[src/rtl/endian_swap_stream.sv]
// -----------------------------------------------------------------------------
// endian_swap_stream
//
// Streaming byte-reorder stage. Each accepted beat is transformed by its own
// in_mode and registered. A one-entry skid register keeps full throughput
// while in_ready stays a registered signal.
//
// Modes: 00 pass, 01 full byte reverse, 10 swap bytes within each halfword,
//        11 reverse halfword order (bytes inside a halfword keep their order).
//
// Ports:
//   clk        rising-edge clock
//   resetn     asynchronous active-low reset
//   in_valid   source beat valid
//   in_ready   stage can accept a beat (registered, equals !skid_valid)
//   in_data    source word, byte k = in_data[8k+7:8k]
//   in_mode    swap mode, sampled with the beat
//   out_valid  result valid
//   out_ready  sink accepts result
//   out_data   reordered word, stable while stalled
//   beat_cnt   count of output handshakes, wraps modulo 2^CNT_W
// -----------------------------------------------------------------------------
module endian_swap_stream #(
   parameter int unsigned DATA_W = 32,
   parameter int unsigned CNT_W  = 16
) (
   input  logic              clk,
   input  logic              resetn,
   input  logic              in_valid,
   output logic              in_ready,
   input  logic [DATA_W-1:0] in_data,
   input  logic [1:0]        in_mode,
   output logic              out_valid,
   input  logic              out_ready,
   output logic [DATA_W-1:0] out_data,
   output logic [CNT_W-1:0]  beat_cnt
);

   localparam int unsigned NBytes = DATA_W / 8;
   localparam int unsigned NHalf  = DATA_W / 16;

   generate
      if ((DATA_W % 16) != 0 || DATA_W < 16) begin : g_bad_width
         $error("endian_swap_stream: DATA_W must be a multiple of 16 and >= 16");
      end
   endgenerate

   typedef enum logic [1:0] {
      StEmpty = 2'd0,  // output and skid registers empty
      StOne   = 2'd1,  // output register full, skid empty
      StFull  = 2'd2   // both full, input stalled
   } state_e;

   state_e              state_q, state_d;
   logic [DATA_W-1:0]   or_data_q, or_data_d;
   logic [DATA_W-1:0]   sk_data_q, sk_data_d;
   logic [CNT_W-1:0]    cnt_q, cnt_d;
   logic [DATA_W-1:0]   xf_data;
   logic                accept;
   logic                xfer;

   // Byte reorder of the incoming word. The mode only affects the beat being
   // accepted, since the transformed value (not the mode) is what gets stored.
   always_comb begin
      xf_data = in_data;
      for (int k = 0; k < int'(NBytes); k++) begin
         case (in_mode)
            2'b01:   xf_data[8*k +: 8] = in_data[8*(int'(NBytes) - 1 - k) +: 8];
            2'b10:   xf_data[8*k +: 8] = in_data[8*(k ^ 1) +: 8];
            2'b11:   xf_data[8*k +: 8] = in_data[8*(2*(int'(NHalf) - 1 - k/2) + k%2) +: 8];
            default: xf_data[8*k +: 8] = in_data[8*k +: 8];
         endcase
      end
   end

   assign in_ready  = (state_q != StFull);
   assign out_valid = (state_q != StEmpty);
   assign out_data  = or_data_q;
   assign beat_cnt  = cnt_q;

   assign accept = in_valid & in_ready;
   assign xfer   = out_valid & out_ready;

   always_comb begin
      state_d   = state_q;
      or_data_d = or_data_q;
      sk_data_d = sk_data_q;
      cnt_d     = cnt_q + (xfer ? CNT_W'(1) : CNT_W'(0));

      case (state_q)
         StEmpty: begin
            if (accept) begin
               or_data_d = xf_data;
               state_d   = StOne;
            end
         end
         StOne: begin
            if (accept && xfer) begin
               or_data_d = xf_data;
            end else if (accept) begin
               // Sink stalled: park the new beat in the skid register.
               sk_data_d = xf_data;
               state_d   = StFull;
            end else if (xfer) begin
               state_d   = StEmpty;
            end
         end
         StFull: begin
            if (xfer) begin
               or_data_d = sk_data_q;
               state_d   = StOne;
            end
         end
         default: state_d = StEmpty;
      endcase
   end

   always_ff @(posedge clk or negedge resetn) begin
      if (!resetn) begin
         state_q   <= StEmpty;
         or_data_q <= '0;
         sk_data_q <= '0;
         cnt_q     <= '0;
      end else begin
         state_q   <= state_d;
         or_data_q <= or_data_d;
         sk_data_q <= sk_data_d;
         cnt_q     <= cnt_d;
      end
   end

endmodule

[config.mk]
export PLATFORM = sky130hd
export DESIGN_NAME = endian_swap_stream
export DESIGN_NICKNAME = d
export VERILOG_FILES = /design/src/rtl/endian_swap_stream.sv
export SDC_FILE = /design/constraint.sdc
export NUM_CORES = 1
export LEC_CHECK = 0
export ABC_AREA = 1
export BUFFER_PORTS_ARGS = -buffer_cell sky130_fd_sc_hd__clkbuf_2
export CORE_MARGIN = 10
export CORE_UTILIZATION = 53
export CTS_BUF_LIST = sky130_fd_sc_hd__clkbuf_4
export CTS_CLUSTER_SIZE = 20
export DETAILED_ROUTE_END_ITERATION = 8
export PLACE_DENSITY = 0.77
export SLEW_MARGIN = 10
export SYNTH_ARGS = -nofsm -noshare
export SYNTH_HDL_FRONTEND = slang
export SYNTH_SLANG_ARGS = --single-unit
[constraint.sdc]
create_clock -name clk -period 1.7 [get_ports clk]
set_input_delay 0.51 -clock clk [delete_from_list [all_inputs] [get_ports clk]]
set_output_delay 0.51 -clock clk [all_outputs]
set_load 0.005 [all_outputs]
=== Word level (Yosys, flattened, before mapping) ===
Index checks and enable logic that the tools add are counted.
W data, S select, Z words.

* Register bits: 82
* Latch bits: 0
* Bits in writable memories: 0
* Bits in read-only memories: 0
* Output and inout port bits: 50
* Memories: 0

* Add/subtract/negate cells: 1
* $mul: 0
* Divide/modulo/power cells: 0
* Magnitude comparators: 0
* Eq/ne operators: 11
* Shift-type cells: 0
* Muxes and demuxes: 15
* Bitwise gates (word level): 3
* Reduce and logical (&&, ||, !) cells: 7

{| class="wikitable"
|+ Operators by type and width
! cell !! number
|-
| $mux W32 || 3
|-
| $pmux W32 S3 || 1
|-
| $pmux W8 S3 || 4
|-
| $add A16 B1 Y16 || 1
|-
| $mux W2 || 5
|-
| $ne A2 B2 Y1 const B || 5
|-
| $reduce_and A4 Y1 || 2
|-
| $eq A2 B2 Y1 const B || 3
|-
| $pmux W2 S3 || 1
|-
| $eq A2 B1 Y1 const B || 2
|-
| $ne A3 B3 Y1 const B || 1
|-
| $reduce_and A3 Y1 || 1
|-
| $reduce_bool A3 Y1 || 1
|-
| $and A1 B1 Y1 || 2
|-
| $logic_not A2 Y1 || 1
|-
| $reduce_bool A2 Y1 || 1
|-
| $logic_and A1 B1 Y1 || 1
|-
| $mux W1 || 1
|-
| $not A1 Y1 || 1
|}

=== Longest topological paths before layout ===
Gate-level depths: netlist of run 1.

* Depth after elaboration: 6
* Depth in mapped cells: 10
* Gate-level depth less buffers: 10

=== Worst setup path after synthesis of run 1 ===
No wires, ideal clock.

* Path kind: in2reg
* From: input port out_ready
* To: register cnt_q[14] (netlist: beat_cnt[14])
* Library setup time: 0.120 ns
* Arrival time: 1.620 ns
* Slack: -0.040 ns
* Stages on the path: 9
* Buffers on the path: 0
* Cells stage by stage: inv_1 -> a21oi_1 -> ha_1 -> ha_1 -> nand2_1 -> nor2_2 -> nand3_1 -> o21ai_1 -> nand2_1

* Word-level cells in the longest chain between the ends: 3

{| class="wikitable"
|+ Ends and longest elaborated chain
! element !! line !! source
|-
| start, declared || 34 || <nowiki>input logic out_ready,</nowiki>
|-
| $and A1 B1 Y1 || 82 || <nowiki>assign xfer = out_valid & out_ready;</nowiki>
|-
| $mux W1 || 88 || <nowiki>cnt_d = cnt_q + (xfer ? CNT_W'(1) : CNT_W'(0));</nowiki>
|-
| $add A16 B1 Y16 || 88 ||
|-
| via cnt_d[14] || 57 || <nowiki>logic [CNT_W-1:0] cnt_q, cnt_d;</nowiki>
|-
| end signal, assigned || 128 || <nowiki>cnt_q <= cnt_d;</nowiki>
|-
| end, declared || 57 ||
|}

The timed path passes the listed nets, and every way through them passes these cells.
A chain may end at the register's enable or synchronous reset.

=== Worst setup path after layout of run 1 ===
* From: register state_q[0]
* To: output port in_ready

* Word-level cells in the longest chain between the ends: 1

{| class="wikitable"
|+ Ends and longest elaborated chain
! element !! line !! source
|-
| start, declared || 54 || <nowiki>state_e state_q, state_d;</nowiki>
|-
| start signal, assigned || 120 || <nowiki>state_q <= StEmpty;</nowiki>
|-
| start signal, assigned || 125 || <nowiki>state_q <= state_d;</nowiki>
|-
| $ne A2 B2 Y1 || 76 || <nowiki>assign in_ready = (state_q != StFull);</nowiki>
|-
| end, declared || 30 || <nowiki>output logic in_ready,</nowiki>
|}

Every way passes these cells.

==> results.toml, run 1 <==
[timing]
finalSetupViolations = 2
skew_ns = 0.01919
grt_setup_unrepaired = "yes"
worst_pin_slew_ns = 0.5417
final.setup.worst_slack_ns = -0.06736
layout_worst_path_cycle_share = 1.040
timing_hold_violations_final = 0
max-slew-margin-rel = 0.6383
final_report_max_slew_violation_count = 0
timing.final.crit_period_ns = 1.767
timing.fmax_ghz = 0.5658

[drt]
post_drt_wl_per_cell_um = 16.05
routed_wirelength_um = 15520
number_of_iterations_in_the_first_detailed_routing_pass = 5
drcViolationCount = 0
route.detailed.vias_per_inst = 5.355
vias = 5178
detail_route.iter0.violations = 453
postRouteAntennaNets = 0

[outcome]
failing_checks = "setup timing"
run_status = "finished, violations left"

[clock_network]
cts_num_sinks = 82
clock_latency_on_the_worst_skew_pair_ns = 0.45
numCtsBuffers = 9
cts.reportedPaths.clkPinSlew_ns = 0.13
cts_max_path_buffers = 2
htreeDepth = 3
clock-root-buffer = "sky130_fd_sc_hd__clkbuf_4"
tritoncts_clock_tree = "yes"

[synthesis]
syn_nets = 799
synthesis.yosys.warnings = 0
share_of_the_synthesized_area_in_the_top_cell_type = 0.4194
syn_avg_cell_area_um2 = 6.454
synth.ff_latch_count = 82
syn_inst = 758
synth_flop_cell = "sky130_fd_sc_hd__dfrtp_1"
yosysUniqueCellTypes = 21
post-synth-top-area-cell = "sky130_fd_sc_hd__dfrtp_1"
synth_edf_count = 0
post_synth_arst_share = 1.000
synth_sequential_area_ratio = 0.4194
syn-cell-area_um2 = 4892
yosys-top-cells-area = "sky130_fd_sc_hd__dfrtp_1, sky130_fd_sc_hd__nand2_1, sky130_fd_sc_hd__nor2_1, sky130_fd_sc_hd__nand3_1, sky130_fd_sc_hd__inv_1"

[floorplanning]
initial_utilization = 0.5529
row_count = 34
floorplan.die_area_um2 = 13470
die_w_um = 116.1
fp.dieH_um = 116.1
floorplan.core_area_um2 = 8848
design.portCount = 88

[global_route]
grt_util_met3 = 0.05323
antenna_violations_before_repair = 0
groute.usage.overall = 0.2323
grt_first_pass_wirelength_um = 24850
vias_in_the_first_global_route = 4917
grt_use_met2 = 0.3769
top_usage_layer = "met2"
global_route_track_usage_on_met1 = 0.3058
grt_start_max_net_pins = 50
grt_overflow_total = 0

[final_layout]
insertedDiodeCount = 0
final_nets = 895
most_common_cell_after_layout_fill_and_taps_aside = "sky130_fd_sc_hd__nand2_1"
layout.cells.most_common_list = "sky130_fd_sc_hd__nand2_1, sky130_fd_sc_hd__nor2_1, sky130_fd_sc_hd__nand3_1, sky130_fd_sc_hd__clkbuf_2, sky130_fd_sc_hd__dfrtp_1"
post_route_cells_drive_above_1_share = 0.1828
syn_to_final_growth_pct = 21.25

[hold_path]
min_delay_path_depth = 3
type_of_the_tightest_min_delay_check = "in2reg"

[job]
maxCapViolations = 0

[placement]
hpwl_um = 10690
pre_cts_ws_ns = -0.1950
place.port_buffers = 87
gpl.final_weighted_congestion = 0.8725

[power]
power-per-cell-area_nw_per_um2 = 1262
peakVddDrop_mv = 0.6146
p_leak_nw = 3.581
design_power_total_mw = 7.488

[setup_path]
crit_end_element = "primary output"
worst-path-max-fanout = 3
r2r.worst_path.cells = 9
cp-start-kind = "register"
critical_path_required_ns = 1.19
critical_path_arrival_ns = 1.26
critical_path_class = "reg2out"
[kinds of logic after synthesis]
family,count (synthesis),synth area share
and+or+nand+nor,568,0.4696
buffers and inverters,89,0.07928
AOI/OAI and AO/OA,6,0.006136
xor gates and xnor gates,10,0.01790
DFF,82,0.4194
adders and majority gates,3,0.007673
[cells in the mapped netlist (3+ instances only)]
| cell | n |
|---|---|
| sky130_fd_sc_hd__nor3_1 | 5 |
| sky130_fd_sc_hd__nand3_1 | 102 |
| sky130_fd_sc_hd__inv_2 | 4 |
| sky130_fd_sc_hd__xor2_1 | 9 |
| sky130_fd_sc_hd__o21ai_0 | 3 |
| sky130_fd_sc_hd__nand4_1 | 3 |
| sky130_fd_sc_hd__nand2_2 | 4 |
| sky130_fd_sc_hd__inv_1 | 46 |
| sky130_fd_sc_hd__clkbuf_1 | 3 |
| sky130_fd_sc_hd__dfrtp_1 | 82 |
| sky130_fd_sc_hd__ha_1 | 3 |
| sky130_fd_sc_hd__buf_2 | 31 |
| sky130_fd_sc_hd__nand2_1 | 314 |
| sky130_fd_sc_hd__nor2_1 | 137 |
| sky130_fd_sc_hd__buf_4 | 4 |
[layer usage]
layer  vias up  share of wire
li1       2522              -
met1      2391           0.43
met2       240           0.46
met3        25          0.092
met4         0          0.017
met5         -              0
[flip-flops by register name, summed over array words and instances, names as in the netlist]
name and count:
out_data 32, state_q 2, beat_cnt 16, sk_data_q 32
[area by class of cell]
cell class                      count  area [um^2]
Fill cell                         801         2917
Clock inverter                      6        66.31
Sequential cell                    82         2052
Inverter                           50        187.7
Timing Repair Buffer              124        888.4
Multi-Input combinational cell    587         2527
Clock buffer                       10        75.07
Tap cell                          108        135.1
[where the power goes]
part | internal [mW] | leakage (nW) | switching [mW]
Clock | 0.468 | 0.0707 | 0.727
Combinational | 1.28 | 2.48 | 1.74
Sequential | 2.73 | 1.03 | 0.540
Total | 4.48 | 3.58 | 3.01
[timing repair]
item / CTS / global route
cloned: 2 / 0
resized for setup: 5 / 10
hold buffers: 1 / 0
hold endpoints to repair: 22 / 0
pin swaps: 1 / 3
buffers inserted: 7 / 2
endpoints found under the setup margin: 4 / 12
[final timing paths]
path | slack (ns) | to | from
setup / recovery | -0.07 | in_ready | state_q[0]
hold / removal | 0.37 | state_q[1] | out_ready
setup reg to reg | 0.05 | beat_cnt[10] | state_q[1]
hold reg to reg | 0.50 | sk_data_q[24] | sk_data_q[24]
max in group asynchronous | 0.64 | beat_cnt[2] | resetn
min in group asynchronous | 0.53 | out_data[30] | resetn
[worst max-delay path, cell delays in order (launching register included)]
cell                       delay, ns
sky130_fd_sc_hd__dfrtp_1        0.41
sky130_fd_sc_hd__inv_2          0.11
sky130_fd_sc_hd__nand2_4        0.07
sky130_fd_sc_hd__buf_12         0.13
sky130_fd_sc_hd__clkbuf_2       0.10
[stage by stage]
step	setup TNS [ns]	cells	hold WS (ns)	cell area, um^2	util
floorplan	0	758	0.2144	4903	-
global route	-0.3001	967	0.3784	5932	0.6704
CTS	-0.1077	965	0.3552	5864	0.6628
detailed placement	-0.7185	939	0.4641	5577	0.6302
finish	-0.1329	967	0.3677	5932	0.6704
global placement	-0.5302	939	0.4621	5577	0.6302
Power figures use the tool's default switching activity.
==> run 2, diff against run 1 <==
--- a/config.mk
+++ b/config.mk
@@ -13,6 +13,7 @@
 export CTS_CLUSTER_SIZE = 20
 export DETAILED_ROUTE_END_ITERATION = 8
 export PLACE_DENSITY = 0.77
+export SETUP_SLACK_MARGIN = 0.2
 export SLEW_MARGIN = 10
 export SYNTH_ARGS = -nofsm -noshare
 export SYNTH_HDL_FRONTEND = slang
==> run 2 against run 1 <==
Effect of this change:
- the flow still finishes with violations (setup timing)
- critical path type is now reg2reg
- largest power group is now combinational logic
- critical path depth increased by 6
- clock-buffer cell count unchanged
- clock power decreased by 10%
==> results.toml, run 2 (synthesized netlist as in run 1, its figures left out) <==
[global_route]
groute.usage.overall = 0.2302
vias_in_the_first_global_route = 5184
grt_start_max_net_pins = 66
grt_first_pass_wirelength_um = 25220
antenna_violations_before_repair = 0
grt_overflow_total = 0

[drt]
routed.top_layer = "met4"
post_drt_wl_per_cell_um = 17.21
wl_met3_um = 1201
routed_wirelength_um = 17330
detail_route.iter0.violations = 500
vias = 5431
m1WireLength_um = 7174
drcViolationCount = 0
route.detailed.vias_per_inst = 5.393
postRouteAntennaNets = 0
number_of_iterations_in_the_first_detailed_routing_pass = 5
wl_met2_um = 8505

[floorplanning]
row_count = 34
floorplan.core_area_um2 = 8848
die_w_um = 116.1
fp.dieH_um = 116.1
design.portCount = 88
initial_utilization = 0.5529
floorplan.die_area_um2 = 13470

[final_layout]
insertedDiodeCount = 0
syn_to_final_growth_pct = 37.19
postLayoutCellArea_um2 = 6711
final_nets = 935
seq_area_um2 = 2058
most_common_cell_after_layout_fill_and_taps_aside = "sky130_fd_sc_hd__nand2_1"
layout.cells.most_common_list = "sky130_fd_sc_hd__nand2_1, sky130_fd_sc_hd__nand3_1, sky130_fd_sc_hd__nor2_1, sky130_fd_sc_hd__dfrtp_1, sky130_fd_sc_hd__buf_4"
n_fill_cell = 687
multi_input_area_um2 = 2924
post_route_cells_drive_above_1_share = 0.2959
final_util = 0.7585

[setup_path]
critical_path_class = "reg2reg"
worst-path-max-fanout = 5
crit_end_element = "register"
critical_path_required_ns = 2.06
cp-start-kind = "register"
critical_path_arrival_ns = 2.15

[clock_network]
htreeDepth = 3
clock_latency_on_the_worst_skew_pair_ns = 0.45
clock-root-buffer = "sky130_fd_sc_hd__clkbuf_4"
cts.reportedPaths.clkPinSlew_ns = 0.16
cts_max_path_buffers = 2
cts_num_sinks = 82
tritoncts_clock_tree = "yes"
numCtsBuffers = 9

[timing]
timing.fmax_ghz = 0.5567
setup_total_negative_slack_ns = -0.5285
finalSetupViolations = 11
timing_hold_violations_final = 0
final_report_max_slew_violation_count = 0
worst_pin_slew_ns = 0.5011
final.setup.worst_slack_ns = -0.09622
layout_worst_path_cycle_share = 1.057
whs_ns = 0.4324
timing.final.crit_period_ns = 1.796
grt_setup_unrepaired = "yes"
skew_ns = 0.02574
max-slew-margin-rel = 0.6654

[power]
peakVddDrop_mv = 0.7282
power-per-cell-area_nw_per_um2 = 1287
design_power_total_mw = 8.640
p_leak_nw = 3.867

[job]
maxCapViolations = 0

[hold_path]
type_of_the_tightest_min_delay_check = "in2reg"

[outcome]
run_status = "finished, violations left"
failing_checks = "setup timing"

[placement]
gpl.final_weighted_congestion = 0.9035
hpwl_um = 10330
placed_cell_area_um2 = 5597
place.port_buffers = 87
-- run 2: cell types whose count changed in the layout (fill, tap and decap cells not counted), moves of 3 or more --
cell	delta
sky130_fd_sc_hd__nand2_2	+13
sky130_fd_sc_hd__buf_4	+30
sky130_fd_sc_hd__clkbuf_2	-35
sky130_fd_sc_hd__dfrtp_2	+5
sky130_fd_sc_hd__buf_6	+10
sky130_fd_sc_hd__nand3_1	-3
sky130_fd_sc_hd__nor2_4	+34
sky130_fd_sc_hd__buf_2	+30
sky130_fd_sc_hd__nor2_1	-41
sky130_fd_sc_hd__clkbuf_16	+5
sky130_fd_sc_hd__nand2_1	-14
sky130_fd_sc_hd__dfrtp_1	-5
sky130_fd_sc_hd__nor2_2	+7
-- run 2: area by class of cell --
type / instances / share of cell area
Multi-Input combinational cell: 588 / 0.4357
Sequential cell: 82 / 0.3067
Timing Repair Buffer: 163 / 0.1902
Inverter: 50 / 0.02983
Tap cell: 108 / 0.02013
Clock buffer: 10 / 0.01119
Clock inverter: 6 / 0.006339
-- run 2: worst max-delay path: stages, from the launching register on --
cell,delay [ns]
sky130_fd_sc_hd__dfrtp_1,0.42
sky130_fd_sc_hd__inv_2,0.09
sky130_fd_sc_hd__buf_12,0.13
sky130_fd_sc_hd__a21oi_4,0.15
sky130_fd_sc_hd__ha_4,0.17
sky130_fd_sc_hd__ha_4,0.15
sky130_fd_sc_hd__nand2_4,0.05
sky130_fd_sc_hd__nor2_4,0.20
sky130_fd_sc_hd__nand3_4,0.12
sky130_fd_sc_hd__o21ai_2,0.12
sky130_fd_sc_hd__nand2_1,0.09
-- run 2: repair_timing --
action | 4_1_cts | 5_1_grt
hold endpoints to repair | 24 | 0
pin swaps | 14 | 8
hold buffers | 1 | 0
cloned | 0 | 8
buffers inserted | 22 | 23
endpoints found under the setup margin | 31 | 92
gates resized for setup | 27 | 131
-- run 2: worst paths after layout --
kind / slack [ns] / to / from / cells after the start
max in group asynchronous: 0.69 / out_data[11] / resetn / 3
worst max register to register: -0.1 / beat_cnt[14] / state_q[0] / 10
worst min-delay path: 0.43 / sk_data_q[1] / in_data[1] / 5
min in group asynchronous: 0.49 / out_data[25] / resetn / 2
worst min register to register: 0.50 / sk_data_q[24] / sk_data_q[24] / 2
worst max-delay path: -0.1 / beat_cnt[14] / state_q[0] / 10
-- run 2: per-stage QoR --
stage / instances / setup slack [ns]
after CTS: 976 / -0.02275
after global placement: 937 / -0.1606
after detailed placement: 937 / -0.2142
after global routing: 1007 / -0.1621
final: 1007 / -0.09622
after floorplan: 758 / 0.1171
-- run 2: layer usage --
| metal | vias to the layer above | track usage |
|---|---|---|
| met1 | 2563 | 0.2976 |
| met5 | - | 0 |
| met2 | 218 | 0.3720 |
| met3 | 44 | 0.04599 |
| met4 | 0 | 0.09008 |
| li1 | 2606 | - |
-- run 2: power by group --
part,leakage [nW],switching [mW],internal (mW)
clock,0.0628,0.748,0.320
sequential,1.02,0.469,2.74
combinational,2.78,2.37,1.99
